[config.mk]
export PLATFORM = sky130hd
export DESIGN_NAME = fixed_acc_flat
export DESIGN_NICKNAME = d
export VERILOG_FILES = /design/src/rtl/fixed_acc_if.sv /design/src/rtl/fixed_acc.sv /design/src/flat_wrapper.sv
export SDC_FILE = /design/constraint.sdc
export NUM_CORES = 1
export LEC_CHECK = 0
export CORE_ASPECT_RATIO = 0.9
export CORE_MARGIN = 1.5
export CORE_UTILIZATION = 50
export CTS_CLUSTER_DIAMETER = 100
export DETAILED_ROUTE_END_ITERATION = 16
export PLACE_DENSITY = 0.75
export SLEW_MARGIN = 20
export SYNTH_ARGS = -nofsm -noshare
export SYNTH_HDL_FRONTEND = slang
export SYNTH_SLANG_ARGS = --single-unit
[constraint.sdc]
create_clock -name clk -period 3 [get_ports clk]
set_clock_uncertainty 0.1 [all_clocks]
set_input_delay 0.3 -clock clk [delete_from_list [all_inputs] [get_ports clk]]
set_output_delay 0.3 -clock clk [all_outputs]
set_load 0.02 [all_outputs]
[src/rtl/fixed_acc_if.sv]
// Beat-in / result-out handshake bundle for the Q8.8 group accumulator.
// Slave is the accumulator; master is whoever drives beats and drains results.
interface fixed_acc_if #(
    parameter int WIDTH = 16,
    parameter int CNT_W = 8
);
    logic             in_valid;
    logic             in_ready;
    logic [WIDTH-1:0] in_data;
    logic             in_ovf;
    logic             in_last;
    logic             out_valid;
    logic             out_ready;
    logic [WIDTH-1:0] out_data;
    logic             out_ovf;
    logic [CNT_W-1:0] out_count;

    modport master (
        output in_valid, in_data, in_ovf, in_last, out_ready,
        input  in_ready, out_valid, out_data, out_ovf, out_count
    );

    modport slave (
        input  in_valid, in_data, in_ovf, in_last, out_ready,
        output in_ready, out_valid, out_data, out_ovf, out_count
    );
endinterface

[src/rtl/fixed_acc.sv]
// Unsigned Q8.8 group accumulator: result valid 1 cycle after last beat, saturating, sticky ovf.
// Result held stable while out_ready is low; no beats accepted while a result is pending.
module fixed_acc #(
    parameter int WIDTH = 16,
    parameter int GUARD = 8,
    parameter int CNT_W = 8
) (
    input  logic       clk,
    input  logic       rst_n,
    fixed_acc_if.slave bus
);
    localparam int ACC_W = WIDTH + GUARD;

    typedef enum logic [1:0] {
        S_IDLE,
        S_ACC,
        S_DONE
    } state_t;

    state_t           r_state;
    logic [ACC_W-1:0] r_acc;
    logic             r_sticky;
    logic [CNT_W-1:0] r_cnt;
    logic             r_in_ready;
    logic             r_out_valid;
    logic [WIDTH-1:0] r_out_data;
    logic             r_out_ovf;
    logic [CNT_W-1:0] r_out_count;

    logic             w_accept;
    logic [ACC_W:0]   w_sum;
    logic [ACC_W-1:0] w_acc_nxt;
    logic             w_sticky_nxt;
    logic [CNT_W-1:0] w_cnt_nxt;
    logic             w_ovf;

    assign w_accept = bus.in_valid && r_in_ready;
    assign w_sum    = {1'b0, r_acc} + {{(GUARD + 1){1'b0}}, bus.in_data};

    // Next-state values for the beat being accepted; the first beat of a group reloads.
    always_comb begin
        w_acc_nxt    = {{GUARD{1'b0}}, bus.in_data};
        w_sticky_nxt = bus.in_ovf;
        w_cnt_nxt    = {{(CNT_W - 1){1'b0}}, 1'b1};
        if (r_state == S_ACC) begin
            w_acc_nxt    = w_sum[ACC_W-1:0];
            w_sticky_nxt = r_sticky | bus.in_ovf | w_sum[ACC_W];
            w_cnt_nxt    = (&r_cnt) ? r_cnt : r_cnt + 1'b1;
        end
        w_ovf = w_sticky_nxt | (|w_acc_nxt[ACC_W-1:WIDTH]);
    end

    always_ff @(posedge clk) begin
        if (!rst_n) begin
            r_state     <= S_IDLE;
            r_acc       <= '0;
            r_sticky    <= 1'b0;
            r_cnt       <= '0;
            r_in_ready  <= 1'b1;
            r_out_valid <= 1'b0;
            r_out_data  <= '0;
            r_out_ovf   <= 1'b0;
            r_out_count <= '0;
        end else begin
            case (r_state)
                S_IDLE, S_ACC: begin
                    if (w_accept) begin
                        r_acc    <= w_acc_nxt;
                        r_sticky <= w_sticky_nxt;
                        r_cnt    <= w_cnt_nxt;
                        if (bus.in_last) begin
                            r_state     <= S_DONE;
                            r_in_ready  <= 1'b0;
                            r_out_valid <= 1'b1;
                            r_out_data  <= w_ovf ? {WIDTH{1'b1}} : w_acc_nxt[WIDTH-1:0];
                            r_out_ovf   <= w_ovf;
                            r_out_count <= w_cnt_nxt;
                        end else begin
                            r_state <= S_ACC;
                        end
                    end
                end
                S_DONE: begin
                    // in_ready reopens only after the handshake edge, so no beat overlaps it.
                    if (bus.out_ready) begin
                        r_state     <= S_IDLE;
                        r_out_valid <= 1'b0;
                        r_in_ready  <= 1'b1;
                    end
                end
                default: begin
                    r_state     <= S_IDLE;
                    r_in_ready  <= 1'b1;
                    r_out_valid <= 1'b0;
                end
            endcase
        end
    end

    assign bus.in_ready  = r_in_ready;
    assign bus.out_valid = r_out_valid;
    assign bus.out_data  = r_out_data;
    assign bus.out_ovf   = r_out_ovf;
    assign bus.out_count = r_out_count;
endmodule
[src/flat_wrapper.sv]
// flat-port wrapper written by rule: the top's interface ports become plain ports
module fixed_acc_flat 
#(
    parameter int WIDTH = 16,
    parameter int GUARD = 8,
    parameter int CNT_W = 8
)
  (clk, rst_n, bus_in_valid, bus_in_data, bus_in_ovf, bus_in_last, bus_out_ready, bus_in_ready, bus_out_valid, bus_out_data, bus_out_ovf, bus_out_count);
  fixed_acc_if #(.WIDTH(WIDTH), .CNT_W(CNT_W)) bus_i ();
  input  logic clk;
  input  logic rst_n;
  input wire logic [$bits(bus_i.in_valid)-1:0] bus_in_valid;
  input wire logic [$bits(bus_i.in_data)-1:0] bus_in_data;
  input wire logic [$bits(bus_i.in_ovf)-1:0] bus_in_ovf;
  input wire logic [$bits(bus_i.in_last)-1:0] bus_in_last;
  input wire logic [$bits(bus_i.out_ready)-1:0] bus_out_ready;
  output wire logic [$bits(bus_i.in_ready)-1:0] bus_in_ready;
  output wire logic [$bits(bus_i.out_valid)-1:0] bus_out_valid;
  output wire logic [$bits(bus_i.out_data)-1:0] bus_out_data;
  output wire logic [$bits(bus_i.out_ovf)-1:0] bus_out_ovf;
  output wire logic [$bits(bus_i.out_count)-1:0] bus_out_count;
  assign bus_i.in_valid = bus_in_valid;
  assign bus_i.in_data = bus_in_data;
  assign bus_i.in_ovf = bus_in_ovf;
  assign bus_i.in_last = bus_in_last;
  assign bus_i.out_ready = bus_out_ready;
  assign bus_in_ready = bus_i.in_ready;
  assign bus_out_valid = bus_i.out_valid;
  assign bus_out_data = bus_i.out_data;
  assign bus_out_ovf = bus_i.out_ovf;
  assign bus_out_count = bus_i.out_count;
  fixed_acc #(.WIDTH(WIDTH), .GUARD(GUARD), .CNT_W(CNT_W)) u_core (.clk(clk), .rst_n(rst_n), .bus(bus_i));
endmodule
; ---- Word-level counts from Yosys, hierarchy flattened
; Cells that the tools add are included.
[classes]
n_reduce_logical = 9
addsub = 2
mux = 17
bitwise_logic = 3
eq_ne = 5
[op_table]
columns = op, n
row1 = $add A24 B16 Y25, 1
row2 = $mux W24, 1
row3 = $mux W16, 1
row4 = $mux W8, 2
row5 = $add A8 B1 Y8 const B, 1
row6 = $reduce_and A8 Y1, 1
row7 = $reduce_or A8 Y1, 1
row8 = $mux W1, 7
row9 = $mux W2, 3
row10 = $reduce_and A3 Y1, 2
row11 = $ne A2 B2 Y1 const B, 2
row12 = $pmux W1 S2, 2
row13 = $pmux W2 S2, 1
row14 = $reduce_and A2 Y1, 2
row15 = $or A1 B1 Y1, 3
row16 = $eq A2 B1 Y1 const B, 1
row17 = $eq A2 B2 Y1 const B, 1
row18 = $logic_not A2 Y1, 1
row19 = $ne A2 B1 Y1 const B, 1
row20 = $reduce_or A2 Y1, 1
row21 = $logic_and A1 B1 Y1, 1
[totals]
word_cells = 45
inputBits = 22
output_inout_bits = 27
register_bits = 62

; ---- Longest topological paths before layout
[logic_depth]
word_depth = 5
depth_mapped = 13
mapped_depth_nobuf = 11

; ---- Worst setup path after synthesis
; OpenSTA, ideal clock, no wires.
[synth_path]
path_type = register to register
startpoint = reg u_core.r_acc[0]
endpoint = reg u_core.r_out_data[10], in the netlist u_core.bus.out_data[10]
path_stages_with_launch = 14
period_less_slack_ps = 3138
arrival_ps = 2917
path_buffers = 2
setup_time_ps = 122
path_slack_ps = -138
required_ps = 2778
path_cell_list = dfxtp_1 > ha_1 > inv_1 > fa_1 > nor2b_1 > o2111ai_1 > a21o_1 > a31oi_2 > buf_4 > a31oi_1 > a311o_1 > nor4_4 > buf_6 > a21oi_2
[synth_via]
elab_chain_len = 5
word_cells_on_any_way = 7
cone_classes = add/sub: 1 / mux: 3 / bitwise: 2 / reduce/logical: 1
[synth_lines]
columns = element, line_no
row1 = start: declaration, fixed_acc.sv:21  ; logic [ACC_W-1:0] r_acc;
row2 = start signal: assignment, fixed_acc.sv:68  ; r_acc <= w_acc_nxt;
row3 = $add A24 B16 Y25 (*), fixed_acc.sv:38  ; assign w_sum = {1'b0, r_acc} + {{(GUARD + 1){1'b0}}, bus.in_data};
row4 = $mux W24 / $or A1 B1 Y1 (equally long branches), "fixed_acc.sv:45, fixed_acc.sv:47"
row5 = $reduce_or A8 Y1 / $mux W1 (equally long branches), "fixed_acc.sv:50, fixed_acc.sv:45"
row6 = $or A1 B1 Y1, fixed_acc.sv:50  ; w_ovf = w_sticky_nxt | (|w_acc_nxt[ACC_W-1:WIDTH]);
row7 = $mux W16 (*), fixed_acc.sv:75  ; r_out_data <= w_ovf ? {WIDTH{1'b1}} : w_acc_nxt[WIDTH-1:0];
row8 = end signal: assignment, fixed_acc.sv:75
row9 = end: declaration, fixed_acc.sv:26  ; logic [WIDTH-1:0] r_out_data;
; Every way passes the cells marked *; elsewhere a longest branch is shown, timed or not.
; A chain may end at the register's enable or synchronous reset.

; ---- Final worst setup path
[layout_path]
startpoint = in bus_in_data[7]
endpoint = reg u_core.r_out_data[13], in the netlist u_core.bus.out_data[13]
[layout_via]
elab_chain_len = 5
word_cells_on_any_way = 7
cone_classes = add/sub: 1 / mux: 3 / bitwise: 2 / reduce/logical: 1
[layout_lines]
columns = element, line_no
row1 = start: declaration, flat_wrapper.sv:13  ; input wire logic [$bits(bus_i.in_data)-1:0] bus_in_data;
row2 = $add A24 B16 Y25 (*), fixed_acc.sv:38
row3 = $mux W24 / $or A1 B1 Y1 (equally long branches), "fixed_acc.sv:45, fixed_acc.sv:47"
row4 = $reduce_or A8 Y1 / $mux W1 (equally long branches), "fixed_acc.sv:50, fixed_acc.sv:45"
row5 = $or A1 B1 Y1, fixed_acc.sv:50
row6 = $mux W16 (*), fixed_acc.sv:75
; Marked as above.

==> run_results.csv <==
group,metric,value,unit
global_route,antenna_found_initial,0,
power,p_int,1710,µW
worst_setup_path,crit_fanout,9,
yosys,synth-edff-count,0,
placement,dp_hpwl,7550,µm
final_layout,fin_area,5160,µm²
floorplan,top_level_ports,49,
floorplan,core_area,7150,µm²
sta,worst_slack,-0.00563,ns
global_route,first_global_vias,3757,
clock_tree,clock_sinks,62,
yosys,yosys.area_share.xor_xnor,4.46,%
routing,via_count,3897,
power,vdd_drop_max,0.000355,V
placement,placed_area,4660,µm²
power,p_leak,0.00200,µW
sta,layout_min_cycle_time,3.01,ns
yosys,ys.flop_type,"dfxtp_1",
outcome,violations,"setup timing",
worst_setup_path,crit_slowest_cell,"clkdlybuf4s50_1",
sta,finalSetupViolCount,2,
global_route,grt_max_degree,42,
yosys,netlist_area,3730,µm²
final_layout,areaGrowthSynthToFinish,38.2,%
yosys,synth_fp_nets,505,
yosys,synth_top_area_share,33.2,%
routing,wl_per_cell,17.2,µm
final_layout,diodes,0,
yosys,synthMuxAreaShare,2.18,%
yosys,synth-compound-area-share,28.8,%
clock_tree,root_buffer,"clkbuf_8",
sta,hold_viol_final,0,
power,p_sw_share,32.0,%
yosys,synthCells,465,
sta,maxSlewHeadroom,57.3,%
power,seq_power_share,36.5,%
clock_tree,holdBufCountCts,0,
power,clkPwrFrac,32.5,%
clock_tree,cts_tree,"done",
yosys,synthSimpleGateAreaFrac,19.9,%
worst_hold_path,min_path_type,"input port to register",
worst_setup_path,cp.required,3.13,ns
global_route,grt_pass1_wl,18200,µm
sta,fin_setup_tns,-0.00708,ns
placement,dpl.cell_count,638,
power,p_switching,805,µW
routing,drt-pass1-iter-count,5,
global_route,grt_use_total,29.2,%
yosys,yosys_warnings,0,
floorplan,start_util,52.2,%
yosys,synth_top_area_cell,"dfxtp_1",
final_layout,final_cells,661,
placement,gp_congestion,0.989,
clock_tree,clock_latency,0.35,ns
final_layout,fillers,514,
worst_setup_path,crit_top_cell,"buf_4",
flow_run,maxCapViolations,0,
clock_tree,htree_num_levels,3,
worst_setup_path,setup.worst_path.class,"input port to register",
power,powerDensity,488,nW/µm²
worst_setup_path,setup.worst_path.start_class,"input port",
routing,vias_per_cell,5.90,
yosys,yosysMostFrequentCell,"nor2_1",
clock_tree,cts_buffers,9,
yosys,synth_area_leaders,"dfxtp_1 (33%), a21oi_1 (6.7%), nor2_1 (6.4%), ha_1 (5.7%), o21ai_0 (5.0%)",
sta,timing.fmax,333,MHz
worst_setup_path,cp_cell_sequence,"clkdlybuf4s50_1 -> ha_2 -> buf_4 -> and4_4 -> nand3_1 -> a21o_1 -> a31oi_4 -> buf_4 -> a31oi_1 -> a311o_1 -> nor4_4 -> buf_6 -> buf_12 -> a21oi_1",
final_layout,multiInputGateArea,2540,µm²
placement,post-place-ws,-0.615,ns
final_layout,fin_nets,603,
yosys,synth_top_family_by_area,"compound AO/OA/AOI/OAI gates",
floorplan,die_w,94.1,µm
routing,ant_nets,0,
power,combPwrFrac,31.0,%
clock_tree,ctsLongestPathBuffers,2,
sta,worstMarginPinSlew,0.639,ns
routing,drt_iter0_markers,277,
global_route,grt-ovfl-total,0,
worst_setup_path,slowest_delay,0.44,ns
placement,io_buffer_count,48,
yosys,ys_async_sr_fraction,0,%
yosys,synthAdderAreaFrac,6.23,%
floorplan,std_cell_rows,29,
floorplan,dieArea,8000,µm²
worst_setup_path,end_kind,"register",
worst_setup_path,cp_data_arrival_time,3.13,ns
final_layout,final-seq-area,1250,µm²
routing,routed_wl,11300,µm
yosys,synth-seq-cells,62,
outcome,outcome,"finished with violations",
final_layout,layout-drive-gt1-share,24.6,%
yosys,syn_avg_cell_area,8.03,µm²
sta,slew_viol_final,0,
floorplan,die_h,85.0,µm
power,total_power,2520,µW
yosys,synth.distinct_cells,57,
sta,finalCritPeriodShare,100,%
yosys,synthTopCellsByCount,"nor2_1 (64), dfxtp_1 (62), a21oi_1 (50)",
sta,rsz0062_at_grt,"yes",
yosys,seq_area_frac_synth,33.2,%
clock_tree,path_clk_slew,0.08,ns
routing,drc,0,
==> timing repair <==
| item | 4_1_cts | 5_1_grt |
|---|---|---|
| resized for setup | 31 | 20 |
| setup endpoints to repair | 17 | 17 |
| pin swaps | 15 | 11 |
| cloned | 1 | 0 |
| buffers inserted | 5 | 1 |
==> registers in the layout, indices dropped and copies added (netlist names) <==
register / count
u_core.r_cnt: 8
u_core.bus.out_ovf: 1
u_core.bus.out_data: 16
u_core.r_sticky: 1
u_core.bus.out_valid: 1
u_core.r_state: 2
u_core.bus.in_ready: 1
u_core.bus.out_count: 8
u_core.r_acc: 24
==> power groups by stage <==
stage / Combinational (µW) / Clock, µW / Sequential, µW
floorplan: 396 / 0 / 945
global placement: 671 / 0 / 924
detailed placement: 687 / 0 / 926
CTS: 739 / 832 / 913
global route: 846 / 865 / 922
finish: 781 / 820 / 919
==> final timing paths <==
| path | startpoint | end | slack, ns | depth (start not counted) |
|---|---|---|---|---|
| worst max register to register | u_core.r_acc[0]$_SDFFE_PN0P_ | u_core.bus.out_data[13]$_SDFFE_PN0P_ | 0.01 | 14 |
| worst min-delay path | bus_in_data[1] | u_core.bus.out_data[1]$_SDFFE_PN0P_ | 0.34 | 3 |
| worst max-delay path | bus_in_data[7] | u_core.bus.out_data[13]$_SDFFE_PN0P_ | -0.006 | 14 |
| worst min register to register | u_core.bus.out_count[7]$_SDFFE_PN0P_ | u_core.bus.out_count[7]$_SDFFE_PN0P_ | 0.36 | 2 |
==> per-stage QoR <==
| stage | utilization [%] | hold slack, ns |
|---|---|---|
| after CTS | 70.7 | 0.367 |
| after floorplan | - | 0.338 |
| after detailed placement | 65.2 | 0.353 |
| after global routing | 72.2 | 0.397 |
| final | 72.2 | 0.345 |
| after global placement | 65.2 | 0.345 |
==> layout by cell type (no fill, tap or decap), types with 6 or more instances in the layout <==
cell type	instances
dfxtp_1	56
nor2_1	63
a21oi_2	14
dlygate4sd2_1	9
xnor2_1	12
buf_4	65
ha_4	12
nor3_1	9
o21ai_0	34
nand3_1	14
dfxtp_2	6
and3_1	6
clkdlybuf4s50_1	37
nand2_1	42
a21oi_1	43
xor2_1	7
a31oi_1	7
clkbuf_8	9
a211oi_1	16
mux2i_1	7
==> kinds of logic after synthesis <==
logic type	Yosys count
and+or+nand+nor	161
xor gates and xnor gates	19
adders and majority gates	18
AOI/OAI and AO/OA	162
buffers and inverters	35
muxes	8
DFF	62
==> routing by layer <==
| metal | track usage (%) | up-vias | wire (µm) | share of wire, % |
|---|---|---|---|---|
| met4 | 12.9 | 0 | 310 | 2.7 |
| li1 | - | 1866 | - | - |
| met2 | 45.3 | 153 | 5240 | 46 |
| met1 | 39.5 | 1846 | 5150 | 45 |
| met3 | 5.65 | 32 | 653 | 5.8 |
| met5 | 0 | - | 0 | 0 |
==> layout make-up <==
class / count / share of cell area [%]
repair buffers: 116 / 19.8
clock buffers: 10 / 2.47
clock inverters: 6 / 1.67
well taps: 93 / 2.25
multi-input cells: 368 / 49.2
inverters: 6 / 0.436
flip-flops and latches: 62 / 24.2
==> critical path: cells and delay by family <==
kind                       cells  cell delay, ns
adders and majority gates      1            0.35
and+or+nand+nor                3            0.51
buffers and inverters          5            1.06
AOI/OAI and AO/OA              5            0.92
Note: power is estimated with default switching activity, not from simulation.
